`src/rtl/sum_acc_pkg.sv`:
```
// Shared definitions for the batch sum accumulator: FSM state encoding and operand width.
package sum_acc_pkg;
    localparam int OPND_W = 17;

    typedef enum logic [1:0] {
        ST_IDLE  = 2'd0,
        ST_ACCUM = 2'd1,
        ST_DONE  = 2'd2
    } state_e;
endpackage

```
`src/rtl/sum_acc_ctrl.sv`:
```
// Batch sequencing for sum_accumulator: IDLE/ACCUM/DONE FSM plus the per-batch operand counter.
module sum_acc_ctrl
    import sum_acc_pkg::*;
#(
    parameter int N_SAMPLES = 8
) (
    input  logic clk,
    input  logic rst_n,
    input  logic clr,
    input  logic in_valid,
    input  logic out_ready,
    output logic in_ready,
    output logic out_valid,
    output logic start,
    output logic accept,
    output logic finish
);
    localparam int CNT_W = $clog2(N_SAMPLES + 1);

    state_e             state_q, state_d;
    logic [CNT_W-1:0]   count_q, count_d;

    always_comb begin
        state_d  = state_q;
        count_d  = count_q;
        // Held low while reset is asserted so nothing is offered before release.
        in_ready = rst_n && (state_q != ST_DONE);
        accept   = in_valid && in_ready && !clr;
        start    = accept && (state_q == ST_IDLE);
        finish   = accept && (state_q == ST_ACCUM) && (count_q == CNT_W'(N_SAMPLES - 1));

        case (state_q)
            ST_IDLE: begin
                if (accept) begin
                    count_d = CNT_W'(1);
                    state_d = ST_ACCUM;
                end
            end
            ST_ACCUM: begin
                if (finish) begin
                    count_d = '0;
                    state_d = ST_DONE;
                end else if (accept) begin
                    count_d = count_q + CNT_W'(1);
                end
            end
            ST_DONE: begin
                if (out_ready) state_d = ST_IDLE;
            end
            default: state_d = ST_IDLE;
        endcase

        if (clr) begin
            state_d = ST_IDLE;
            count_d = '0;
        end
    end

    always_ff @(posedge clk or negedge rst_n) begin
        if (!rst_n) begin
            state_q <= ST_IDLE;
            count_q <= '0;
        end else begin
            state_q <= state_d;
            count_q <= count_d;
        end
    end

    assign out_valid = (state_q == ST_DONE);
endmodule

```
`src/rtl/sum_accumulator.sv`:
```
// Sums N_SAMPLES {co,sum} adder results per batch with a sticky overflow flag.
// Optional macro SUM_ACC_SATURATE_EN clamps the accumulator instead of wrapping.
module sum_accumulator
    import sum_acc_pkg::*;
#(
    parameter int N_SAMPLES = 8,
    parameter int ACC_W     = 24
) (
    input  logic             clk,
    input  logic             rst_n,
    input  logic             clr,
    input  logic [15:0]      sum,
    input  logic             co,
    input  logic             in_valid,
    output logic             in_ready,
    output logic [ACC_W-1:0] acc_out,
    output logic             ovf,
    output logic             out_valid,
    input  logic             out_ready
);
    localparam int SUM_W = ACC_W + 1;

    logic              start, accept, finish;
    logic [OPND_W-1:0] opnd;
    logic [SUM_W-1:0]  add_full;
    logic              add_ovf;
    logic [ACC_W-1:0]  add_res;
    logic [ACC_W-1:0]  acc_q, acc_d, acc_out_q, acc_out_d;
    logic              ovf_q, ovf_d;

    sum_acc_ctrl #(.N_SAMPLES(N_SAMPLES)) u_ctrl (
        .clk       (clk),
        .rst_n     (rst_n),
        .clr       (clr),
        .in_valid  (in_valid),
        .out_ready (out_ready),
        .in_ready  (in_ready),
        .out_valid (out_valid),
        .start     (start),
        .accept    (accept),
        .finish    (finish)
    );

    assign opnd = {co, sum};

    always_comb begin
        add_full = SUM_W'(acc_q) + SUM_W'(opnd);
        add_ovf  = add_full[ACC_W];
`ifdef SUM_ACC_SATURATE_EN
        // Once clamped at all-ones, any nonzero operand overflows again and stays clamped.
        add_res  = add_ovf ? '1 : add_full[ACC_W-1:0];
`else
        add_res  = add_full[ACC_W-1:0];
`endif
        acc_d     = acc_q;
        ovf_d     = ovf_q;
        acc_out_d = acc_out_q;

        if (start) begin
            acc_d = ACC_W'(opnd);
            ovf_d = 1'b0;
        end else if (accept) begin
            acc_d = add_res;
            ovf_d = ovf_q | add_ovf;
        end
        if (finish) acc_out_d = add_res;

        if (clr) begin
            acc_d = '0;
            ovf_d = 1'b0;
        end
    end

    always_ff @(posedge clk or negedge rst_n) begin
        if (!rst_n) begin
            acc_q     <= '0;
            acc_out_q <= '0;
            ovf_q     <= 1'b0;
        end else begin
            acc_q     <= acc_d;
            acc_out_q <= acc_out_d;
            ovf_q     <= ovf_d;
        end
    end

    assign acc_out = acc_out_q;
    assign ovf     = ovf_q;
endmodule

```
`config.mk`:
```
export PLATFORM = sky130hd
export DESIGN_NAME = sum_accumulator
export DESIGN_NICKNAME = d
export VERILOG_FILES = /design/src/rtl/sum_acc_pkg.sv /design/src/rtl/sum_acc_ctrl.sv /design/src/rtl/sum_accumulator.sv
export SDC_FILE = /design/constraint.sdc
export NUM_CORES = 1
export LEC_CHECK = 0
export CAP_MARGIN = 30
export CELL_PAD_IN_SITES_DETAIL_PLACEMENT = 0
export CELL_PAD_IN_SITES_GLOBAL_PLACEMENT = 2
export CORE_ASPECT_RATIO = 2
export CORE_MARGIN = 3
export CORE_UTILIZATION = 31
export DETAILED_ROUTE_END_ITERATION = 12
export PLACE_DENSITY = 0.88
export SLEW_MARGIN = 20
export SYNTH_ARGS = -nofsm -noshare
export SYNTH_HDL_FRONTEND = slang
export SYNTH_HIERARCHICAL = 1
export SYNTH_SLANG_ARGS = --single-unit
```
`constraint.sdc`:
```
create_clock -name clk -period 2.48 [get_ports clk]
set_input_delay 0.496 -clock clk [delete_from_list [all_inputs] [get_ports clk]]
set_output_delay 0.496 -clock clk [all_outputs]
set_load 0.01 [all_outputs]
```
==> results of run 1 <==
==> cell type report <==
class                   instances  area [um^2]  area share
clock buffers                   5          125      0.0243
clock inverters                 3         43.8     0.00850
inverters                      14         52.6      0.0102
multi-input cells             309         2370       0.461
flip-flops and latches         55         1380       0.267
well taps                     142          178      0.0345
repair buffers                114         1000       0.195
==> how the worst max path moves through the flow <==
| stage | startpoint | endpoint | slack (ns) | cells after the start |
|---|---|---|---|---|
| after floorplan | sum[0] | acc_out[22] | 0.02 | 9 |
| after global placement | sum[0] | acc_out[22] | -0.58 | 11 |
| after detailed placement | sum[0] | acc_q[14] | -0.59 | 11 |
| after CTS | sum[12] | acc_q[23] | 0.002 | 7 |
| after global routing | sum[0] | acc_out[22] | 0.0007 | 11 |
| final | co | acc_q[23] | 0.09 | 8 |
==> worst max-delay path, delay by kind of cell <==
kind                     cells  cell delay, ns
AO/OA/AOI/OAI                4            0.58
buffers and inverters        1            0.52
AND/OR/NAND/NOR              2            0.67
adder cells (fa/ha/maj)      1            0.34
==> what timing repair did <==
action,in CTS,in global routing
pin swaps,10,12
setup buffers,2,2
resized for setup,38,22
endpoints found under the setup margin,26,13
==> power by group through the flow <==
stage / Sequential [W] / Combinational [W] / Clock (W)
floorplan: 0.000946 / 0.000295 / 0
global placement: 0.000950 / 0.000548 / 0
detailed placement: 0.000951 / 0.000556 / 0
CTS: 0.000938 / 0.000605 / 0.000852
global route: 0.000946 / 0.000684 / 0.000884
finish: 0.000943 / 0.000623 / 0.000824
==> cells by family after synthesis <==
kind of cell | count (synthesis) | synth area share
simple gates | 140 | 0.205
compound gates | 119 | 0.217
flops | 55 | 0.381
buf+inv | 39 | 0.0447
fa+ha+maj | 19 | 0.0679
mux | 16 | 0.0478
xor+xnor | 15 | 0.0364
==> metal layers <==
layer / global-route usage / part of all wire / routed length, um / up-vias
met4: 0.0800 / 0.034 / 378 / 0
met5: 0 / 0 / 0 / -
li1: - / - / - / 1662
met2: 0.360 / 0.61 / 6660 / 51
met3: 0.0187 / 0.019 / 210 / 20
met1: 0.172 / 0.34 / 3740 / 1678
==> through the flow <==
stage | TNS (ns) | total power (W) | util
after detailed placement | -14.39 | 0.00151 | 0.409
after global placement | -14.24 | 0.00150 | 0.409
after floorplan | 0 | 0.00124 | -
after CTS | 0 | 0.00240 | 0.442
final | 0 | 0.00239 | 0.454
after global routing | 0 | 0.00251 | 0.454
==> synth_stat cells (4+ instances only) <==
library cell and number:
o21a_1 4, a31oi_1 10, o21ai_0 26, nor2b_1 14, xnor2_1 12, and3_1 5
nor3_1 15, mux2i_1 6, a21oi_1 30, inv_1 14, a211oi_1 6, dfrtp_1 55
or3_1 8, nand3_1 5, mux2_2 10, clkbuf_1 17, nor2_1 28, nand4_1 8
ha_1 18, a21o_1 10, nand2_1 32, nand2b_1 4
==> state kept, by name (all words and copies together) (netlist names) <==
register	count
acc_out	24
acc_q	24
u_ctrl/count_q	4
u_ctrl/state_q	2
ovf	1
==> results.py, run 1 <==
metrics = {
    "synth": {
        "synth.avg_cell_area_um2": 8.96,
        "syn-num-nets": 444,
        "synth_edf_count": 0,
        "synth_top_area_share": 0.381,
        "synthTopCellsByArea": "dfrtp_1, ha_1, a21oi_1, o21ai_0, nand2_1",
        "ys.flop_type": "dfrtp_1",
        "ys_seq_area_frac": 0.381,
        "async_flop_share": 1.00,
        "synth_cells": 403,
        "syn-cell-area_um2": 3610,
        "ys_ff_latch": 55,
        "synth_area_leader_cell": "dfrtp_1",
        "synth_cell_types": 65,
        "synth_warnings": 6,
    },
    "clock_tree": {
        "cts_buffer_depth": 2,
        "clkSinkCount": 55,
        "cts_htree_levels": 2,
        "clk_latency_ns": 0.30,
        "hold_buffers": 0,
        "cts_buffers": 5,
        "cts_root_buf": "clkbuf_16",
        "path_clk_slew_ns": 0.07,
        "cts_tree": "done",
    },
    "route": {
        "drc_errors": 0,
        "num_vias": 3411,
        "antenna_left": 0,
        "routed_wire_length_per_instance_um": 17.1,
        "drt_iter0_drc": 151,
        "routed_wl_um": 11000,
        "drt_first_pass_iters": 4,
        "vias_per_cell": 5.31,
    },
    "sta": {
        "tightest_slew_ns": 0.539,
        "fmax_mhz": 419,
        "holdWs_ns": 0.0592,
        "max_slew_margin": 0.639,
        "finalCriticalPeriod_ns": 2.39,
        "hold_viol_final": 0,
        "setup_viol": 0,
        "setup_ws_ns": 0.0921,
        "report.final.slew_viol_count": 0,
        "rsz0062_at_grt": "false",
        "skew_ns": 0.00637,
        "period_share": 0.963,
    },
    "critical_path": {
        "worstSetupPathType": "input port to flip-flop",
        "arrival_ns": 2.62,
        "r2r_end": "acc_q[23]",
        "cp_cell_sequence": "clkdlybuf4s50_1 > ha_4 > a21o_1 > a31oi_1 > and2_1 > a31o_4 > or4_1 > a21oi_2",
        "required_ns": 2.71,
        "worstSetupEndpointType": "flip-flop",
        "r2r_start": "acc_q[1]",
        "slowest_stage": "clkdlybuf4s50_1",
        "start_kind": "input port",
        "worstRegToRegCells": 7,
        "slowest_delay_ns": 0.52,
        "rrSetupSlack_ns": 0.21,
        "cp_max_fo": 10,
    },
    "hold_path": {
        "hold_path.class": "input port to async pin",
    },
    "power_and_ir_drop": {
        "ir_worst_vdd_v": 0.000233,
        "clockPowerShare": 0.345,
        "p_switching_w": 0.000686,
        "leakage_nw": 2.28,
        "power_frac_seq": 0.395,
        "netSwitchingFraction": 0.287,
        "powerDensity_nw_per_um2": 464,
        "power.internal_w": 0.00170,
        "comb_power_share": 0.261,
    },
    "floorplan": {
        "rows": 55,
        "die_h_um": 159,
        "die_w_um": 82.3,
        "ioPinCount": 49,
        "die-area_um2": 13100,
        "initial_core_util": 0.318,
        "core_um2": 11400,
    },
    "global_route": {
        "grt_pass1_vias": 3670,
        "antenna_found_initial": 1,
        "grt_overflow": 0,
        "grtUsageTotal": 0.179,
        "grt_max_degree": 38,
        "grt_pass1_wl_um": 17900,
    },
    "final_layout": {
        "layout_commonest_cell": "buf_4",
        "fin_area_um2": 5150,
        "fin_cells": 642,
        "fillers": 1117,
        "drive_gt1_frac": 0.254,
        "final_cell_mix": "buf_4, dfrtp_1, clkdlybuf4s50_1",
        "area_delta_synth_final_pct": 42.6,
        "nets": 540,
        "n_antenna_cell": 0,
    },
    "run": {
        "drv_cap": 0,
    },
    "run_status": {
        "status": "finished, final reports clean",
    },
    "place": {
        "hpwl_um": 8600,
        "globalplace.congestion": 0.889,
        "io_buffers": 48,
        "pre_cts_slack_ns": -0.585,
        "post-place-cells": 630,
        "postPlaceCellArea_um2": 4650,
    },
}
(Power assumes the default switching activity.)
==> run 2, diff against run 1 <==
--- a/config.mk
+++ b/config.mk
@@ -5,6 +5,7 @@
 export SDC_FILE = /design/constraint.sdc
 export NUM_CORES = 1
 export LEC_CHECK = 0
+export ABC_AREA = 0
 export CAP_MARGIN = 30
 export CELL_PAD_IN_SITES_DETAIL_PLACEMENT = 0
 export CELL_PAD_IN_SITES_GLOBAL_PLACEMENT = 2
@@ -13,6 +14,7 @@
 export CORE_UTILIZATION = 31
 export DETAILED_ROUTE_END_ITERATION = 12
 export PLACE_DENSITY = 0.88
+export RECOVER_POWER = 100
 export SLEW_MARGIN = 20
 export SYNTH_ARGS = -nofsm -noshare
 export SYNTH_HDL_FRONTEND = slang
==> results.py, run 2 (synthesis gave the netlist of run 1 again) <==
metrics = {
    "clock_tree": {
        "cts_tree": "done",
        "path_clk_slew_ns": 0.07,
        "cts_buffers": 5,
        "cts_htree_levels": 2,
        "cts_root_buf": "clkbuf_16",
        "cts_buffer_depth": 2,
        "clk_latency_ns": 0.30,
        "hold_buffers": 0,
        "clkSinkCount": 55,
    },
    "power_and_ir_drop": {
        "power_frac_seq": 0.396,
        "p_switching_w": 0.000685,
        "leakage_nw": 2.33,
        "ir_worst_vdd_v": 0.000234,
        "netSwitchingFraction": 0.288,
        "comb_power_share": 0.257,
        "power.internal_w": 0.00170,
        "powerDensity_nw_per_um2": 467,
        "clockPowerShare": 0.347,
    },
    "critical_path": {
        "worstSetupPathType": "input port to flip-flop",
        "rrSetupSlack_ns": 0.15,
        "cp_max_fo": 10,
        "worstRegToRegCells": 9,
        "r2r_start": "acc_q[4]",
        "required_ns": 2.71,
        "start_kind": "input port",
        "r2r_end": "acc_q[15]",
        "worstSetupEndpointType": "flip-flop",
        "arrival_ns": 2.61,
    },
    "run_status": {
        "status": "finished, final reports clean",
    },
    "global_route": {
        "grtUsageTotal": 0.179,
        "grt_pass1_wl_um": 17900,
        "grt_pass1_vias": 3670,
        "grt_overflow": 0,
        "grt_max_degree": 38,
        "use_met3": 0.0187,
        "grt_util_met2": 0.360,
        "antenna_found_initial": 0,
        "use_met1": 0.172,
        "grt.busiest_layer": "met2",
    },
    "final_layout": {
        "final_cell_mix": "dfrtp_1, buf_4, nand2_1",
        "nets": 540,
        "area_delta_synth_final_pct": 41.1,
        "final_util": 0.449,
        "layout_commonest_cell": "dfrtp_1",
        "n_antenna_cell": 0,
        "drive_gt1_frac": 0.232,
    },
    "sta": {
        "hold_viol_final": 0,
        "tightest_slew_ns": 0.771,
        "max_slew_margin": 0.486,
        "period_share": 0.959,
        "finalCriticalPeriod_ns": 2.38,
        "skew_ns": 0.00547,
        "fmax_mhz": 420,
        "report.final.slew_viol_count": 0,
        "rsz0062_at_grt": "false",
        "setup_ws_ns": 0.101,
        "setup_viol": 0,
    },
    "route": {
        "routed_wl_um": 11000,
        "num_vias": 3419,
        "routed_wire_length_per_instance_um": 17.2,
        "antenna_left": 0,
        "drc_errors": 0,
        "drt_first_pass_iters": 4,
        "drt_iter0_drc": 155,
        "vias_per_cell": 5.33,
    },
    "floorplan": {
        "core_um2": 11400,
        "die_w_um": 82.3,
        "ioPinCount": 49,
        "initial_core_util": 0.318,
        "rows": 55,
        "die_h_um": 159,
        "die-area_um2": 13100,
    },
    "place": {
        "io_buffers": 48,
        "hpwl_um": 8600,
        "globalplace.congestion": 0.889,
        "pre_cts_slack_ns": -0.585,
    },
    "run": {
        "drv_cap": 0,
    },
    "hold_path": {
        "hold_path.class": "input port to async pin",
    },
}
[run 2: cell types whose count changed in the layout (fill, tap and decap cells not counted), sizes merged]
cell / delta
dlygate4sd3: +26
buf: -13
clkdlybuf4s50: -26
clkbuf: +13
[run 2: stage by stage]
step | cell area [um^2] | instances | total power, W | TNS, ns | hold WS, ns
finish | 5100 | 642 | 0.00238 | 0 | 0.185
global route | 5100 | 642 | 0.00250 | 0 | 0.228
CTS | 5020 | 640 | 0.00240 | 0 | 0.0604
detailed placement | 4650 | 630 | 0.00151 | -14.39 | 0.387
global placement | 4650 | 630 | 0.00150 | -14.24 | 0.383
floorplan | 3610 | 403 | 0.00124 | 0 | 0.200
[run 2: routing by layer]
metal / wire length [um] / vias to the layer above
met3: 212 / 21
met1: 3800 / 1683
met5: 0 / -
met4: 371 / 0
met2: 6630 / 51
li1: - / 1664
[run 2: worst max-delay path by stage]
stage | depth (start not counted) | slack [ns] | startpoint | end
2_1_floorplan | 9 | 0.02 | sum[0] | acc_out[22]
3_3_place_gp | 11 | -0.58 | sum[0] | acc_out[22]
3_5_place_dp | 11 | -0.59 | sum[0] | acc_q[14]
4_1_cts | 7 | 0.002 | sum[12] | acc_q[23]
5_1_grt | 11 | 0.01 | sum[0] | acc_out[10]
6_report | 8 | 0.10 | co | acc_q[23]
[run 2: timing repair]
item | 4_1_cts | 5_1_grt
endpoints found under the hold margin | 0 | 0
gates resized for setup | 38 | 22
endpoints found under the setup margin | 26 | 13
setup buffers | 2 | 2
pin swaps | 10 | 12
[run 2: power groups by stage]
stage	sequential, W	clock [W]	combinational [W]
floorplan	0.000946	0	0.000295
global placement	0.000950	0	0.000548
detailed placement	0.000951	0	0.000556
CTS	0.000938	0.000852	0.000605
global route	0.000946	0.000884	0.000673
finish	0.000943	0.000827	0.000612
[run 2: final cells by class]
class / instances / area [um^2]
flip-flops and latches: 55 / 1380
repair buffers: 114 / 977
well taps: 142 / 178
multi-input cells: 309 / 2340
clock inverters: 3 / 43.8
fillers: 1130 / 6260
inverters: 14 / 52.6
clock buffers: 5 / 125
[run 2: worst max-delay path, cell delays in order]
cell,delay (ns)
clkdlybuf4s50_1,0.51
ha_4,0.34
a21o_1,0.13
a31oi_1,0.05
and2_0,0.18
a31o_4,0.27
or4_1,0.47
a21oi_1,0.16
==> run 3, diff against run 2 <==
--- a/config.mk
+++ b/config.mk
@@ -9,10 +9,11 @@
 export CAP_MARGIN = 30
 export CELL_PAD_IN_SITES_DETAIL_PLACEMENT = 0
 export CELL_PAD_IN_SITES_GLOBAL_PLACEMENT = 2
-export CORE_ASPECT_RATIO = 2
+export CORE_ASPECT_RATIO = 0.8
 export CORE_MARGIN = 3
 export CORE_UTILIZATION = 31
 export DETAILED_ROUTE_END_ITERATION = 12
+export GPL_TIMING_DRIVEN = 1
 export PLACE_DENSITY = 0.88
 export RECOVER_POWER = 100
 export SLEW_MARGIN = 20
==> results.py, run 3 (synthesis gave the netlist of run 1 again) <==
metrics = {
    "floorplan": {
        "die-area_um2": 13000,
        "die_w_um": 127,
        "ioPinCount": 49,
        "core_um2": 11100,
        "initial_core_util": 0.325,
        "die_h_um": 103,
        "rows": 34,
    },
    "critical_path": {
        "worstSetupEndpointType": "flip-flop",
        "worstSetupPathType": "input port to flip-flop",
        "arrival_ns": 2.66,
        "crit_buf_inv": 1,
        "crit_family": "compound AO/OA/AOI/OAI gates",
        "slowest_stage": "or4_4",
        "slowest_delay_ns": 0.48,
        "required_ns": 2.71,
        "start_kind": "input port",
        "cp_max_fo": 6,
        "cp_cell_sequence": "clkdlybuf4s50_1 > ha_2 > and2_1 > o21ai_0 > o2bb2ai_1 > a31o_4 > or4_4 > a21oi_2",
    },
    "power_and_ir_drop": {
        "total_power_w": 0.00249,
        "ir_worst_vdd_v": 0.000382,
        "powerDensity_nw_per_um2": 478,
        "leakage_nw": 2.39,
    },
    "global_route": {
        "grt_pass1_vias": 3455,
        "antenna_found_initial": 0,
        "grt_overflow": 0,
        "grtUsageTotal": 0.164,
        "grt_max_degree": 41,
        "grt_pass1_wl_um": 17400,
    },
    "final_layout": {
        "n_antenna_cell": 0,
        "area_delta_synth_final_pct": 44.2,
        "final_util": 0.469,
        "nets": 551,
        "drive_gt1_frac": 0.258,
        "fillers": 1065,
        "layout_commonest_cell": "buf_4",
        "final_cell_mix": "buf_4, dfrtp_1, nand2_1",
        "fin_area_um2": 5210,
    },
    "clock_tree": {
        "path_clk_slew_ns": 0.07,
        "cts_tree": "done",
        "cts_buffers": 5,
        "clk_latency_ns": 0.30,
        "cts_buffer_depth": 2,
        "cts_root_buf": "clkbuf_16",
        "cts_htree_levels": 2,
        "hold_buffers": 0,
        "clkSinkCount": 55,
    },
    "sta": {
        "skew_ns": 0.00629,
        "fin_setup_tns_ns": 0,
        "setup_viol": 0,
        "hold_viol_final": 0,
        "fmax_mhz": 411,
        "max_slew_margin": 0.298,
        "tightest_slew_ns": 1.05,
        "finalCriticalPeriod_ns": 2.43,
        "report.final.slew_viol_count": 0,
        "period_share": 0.981,
    },
    "route": {
        "drt_iter0_drc": 212,
        "antenna_left": 0,
        "num_vias": 3475,
        "vias_per_cell": 5.31,
        "drc_errors": 0,
        "routed_wire_length_per_instance_um": 15.8,
        "drt_first_pass_iters": 4,
        "routed_wl_um": 10400,
    },
    "hold_path": {
        "hold_path.class": "flip-flop to flip-flop",
    },
    "place": {
        "globalplace.congestion": 0.852,
        "io_buffers": 48,
        "postPlaceCellArea_um2": 4770,
        "hpwl_um": 7570,
    },
    "run": {
        "drv_cap": 0,
    },
    "run_status": {
        "status": "finished, final reports clean",
    },
}
-- run 3: routing by layer --
metal,vias up,global-route usage,wire (um)
met4,0,0.0247,53
li1,1699,-,-
met1,1703,0.227,5040
met3,7,0.0269,328
met2,66,0.280,4950
met5,-,0,0
-- run 3: timing repair --
item	CTS	global route
cloned	1	0
setup endpoints to repair	27	19
pin swaps	11	9
buffers inserted	0	1
gates resized for setup	31	22
-- run 3: worst reg2reg max path, delay by kind of cell, from the launching register on --
kind	cells	cell delay, ns
AO/OA/AOI/OAI	4	0.81
adder cells (fa/ha/maj)	1	0.30
buffers and inverters	1	0.16
flip-flops	1	0.38
AND/OR/NAND/NOR	2	0.65
-- run 3: path summary, 6_finish.rpt --
check | startpoint | to | slack (ns) | cells after the start
worst min register to register | acc_out[1] | acc_out[1] | 0.49 | 2
max in group asynchronous | rst_n | acc_out[6] | 1.17 | 2
worst max-delay path | sum[13] | acc_q[23] | 0.05 | 8
worst max register to register | acc_q[3] | acc_q[23] | 0.12 | 8
worst min-delay path | acc_out[1] | acc_out[1] | 0.49 | 2
min in group asynchronous | rst_n | u_ctrl/state_q[1] | 0.56 | 2
-- run 3: where the power goes --
part           leakage [nW]  switching, W  internal, W
clock network        0.0911      0.000339     0.000580
registers             0.749     0.0000222     0.000918
logic                  1.55      0.000315     0.000316
total                  2.39      0.000676      0.00181
-- run 3: layout make-up --
type	count	area, um^2	share of cell area
multi-input cells	310	2330	0.447
clock inverters	2	60.1	0.0115
flip-flops and latches	55	1380	0.264
well taps	144	180	0.0346
clock buffers	6	129	0.0247
inverters	14	52.6	0.0101
repair buffers	124	1080	0.208
-- run 3: stage by stage --
stage,worst slack (ns),hold WS (ns),cells
CTS,0.00301,0.232,654
finish,0.0481,0.488,655
global placement,-0.543,0.476,645
global route,-0.00265,0.525,655
floorplan,0.0169,0.200,403
detailed placement,-0.555,0.479,645
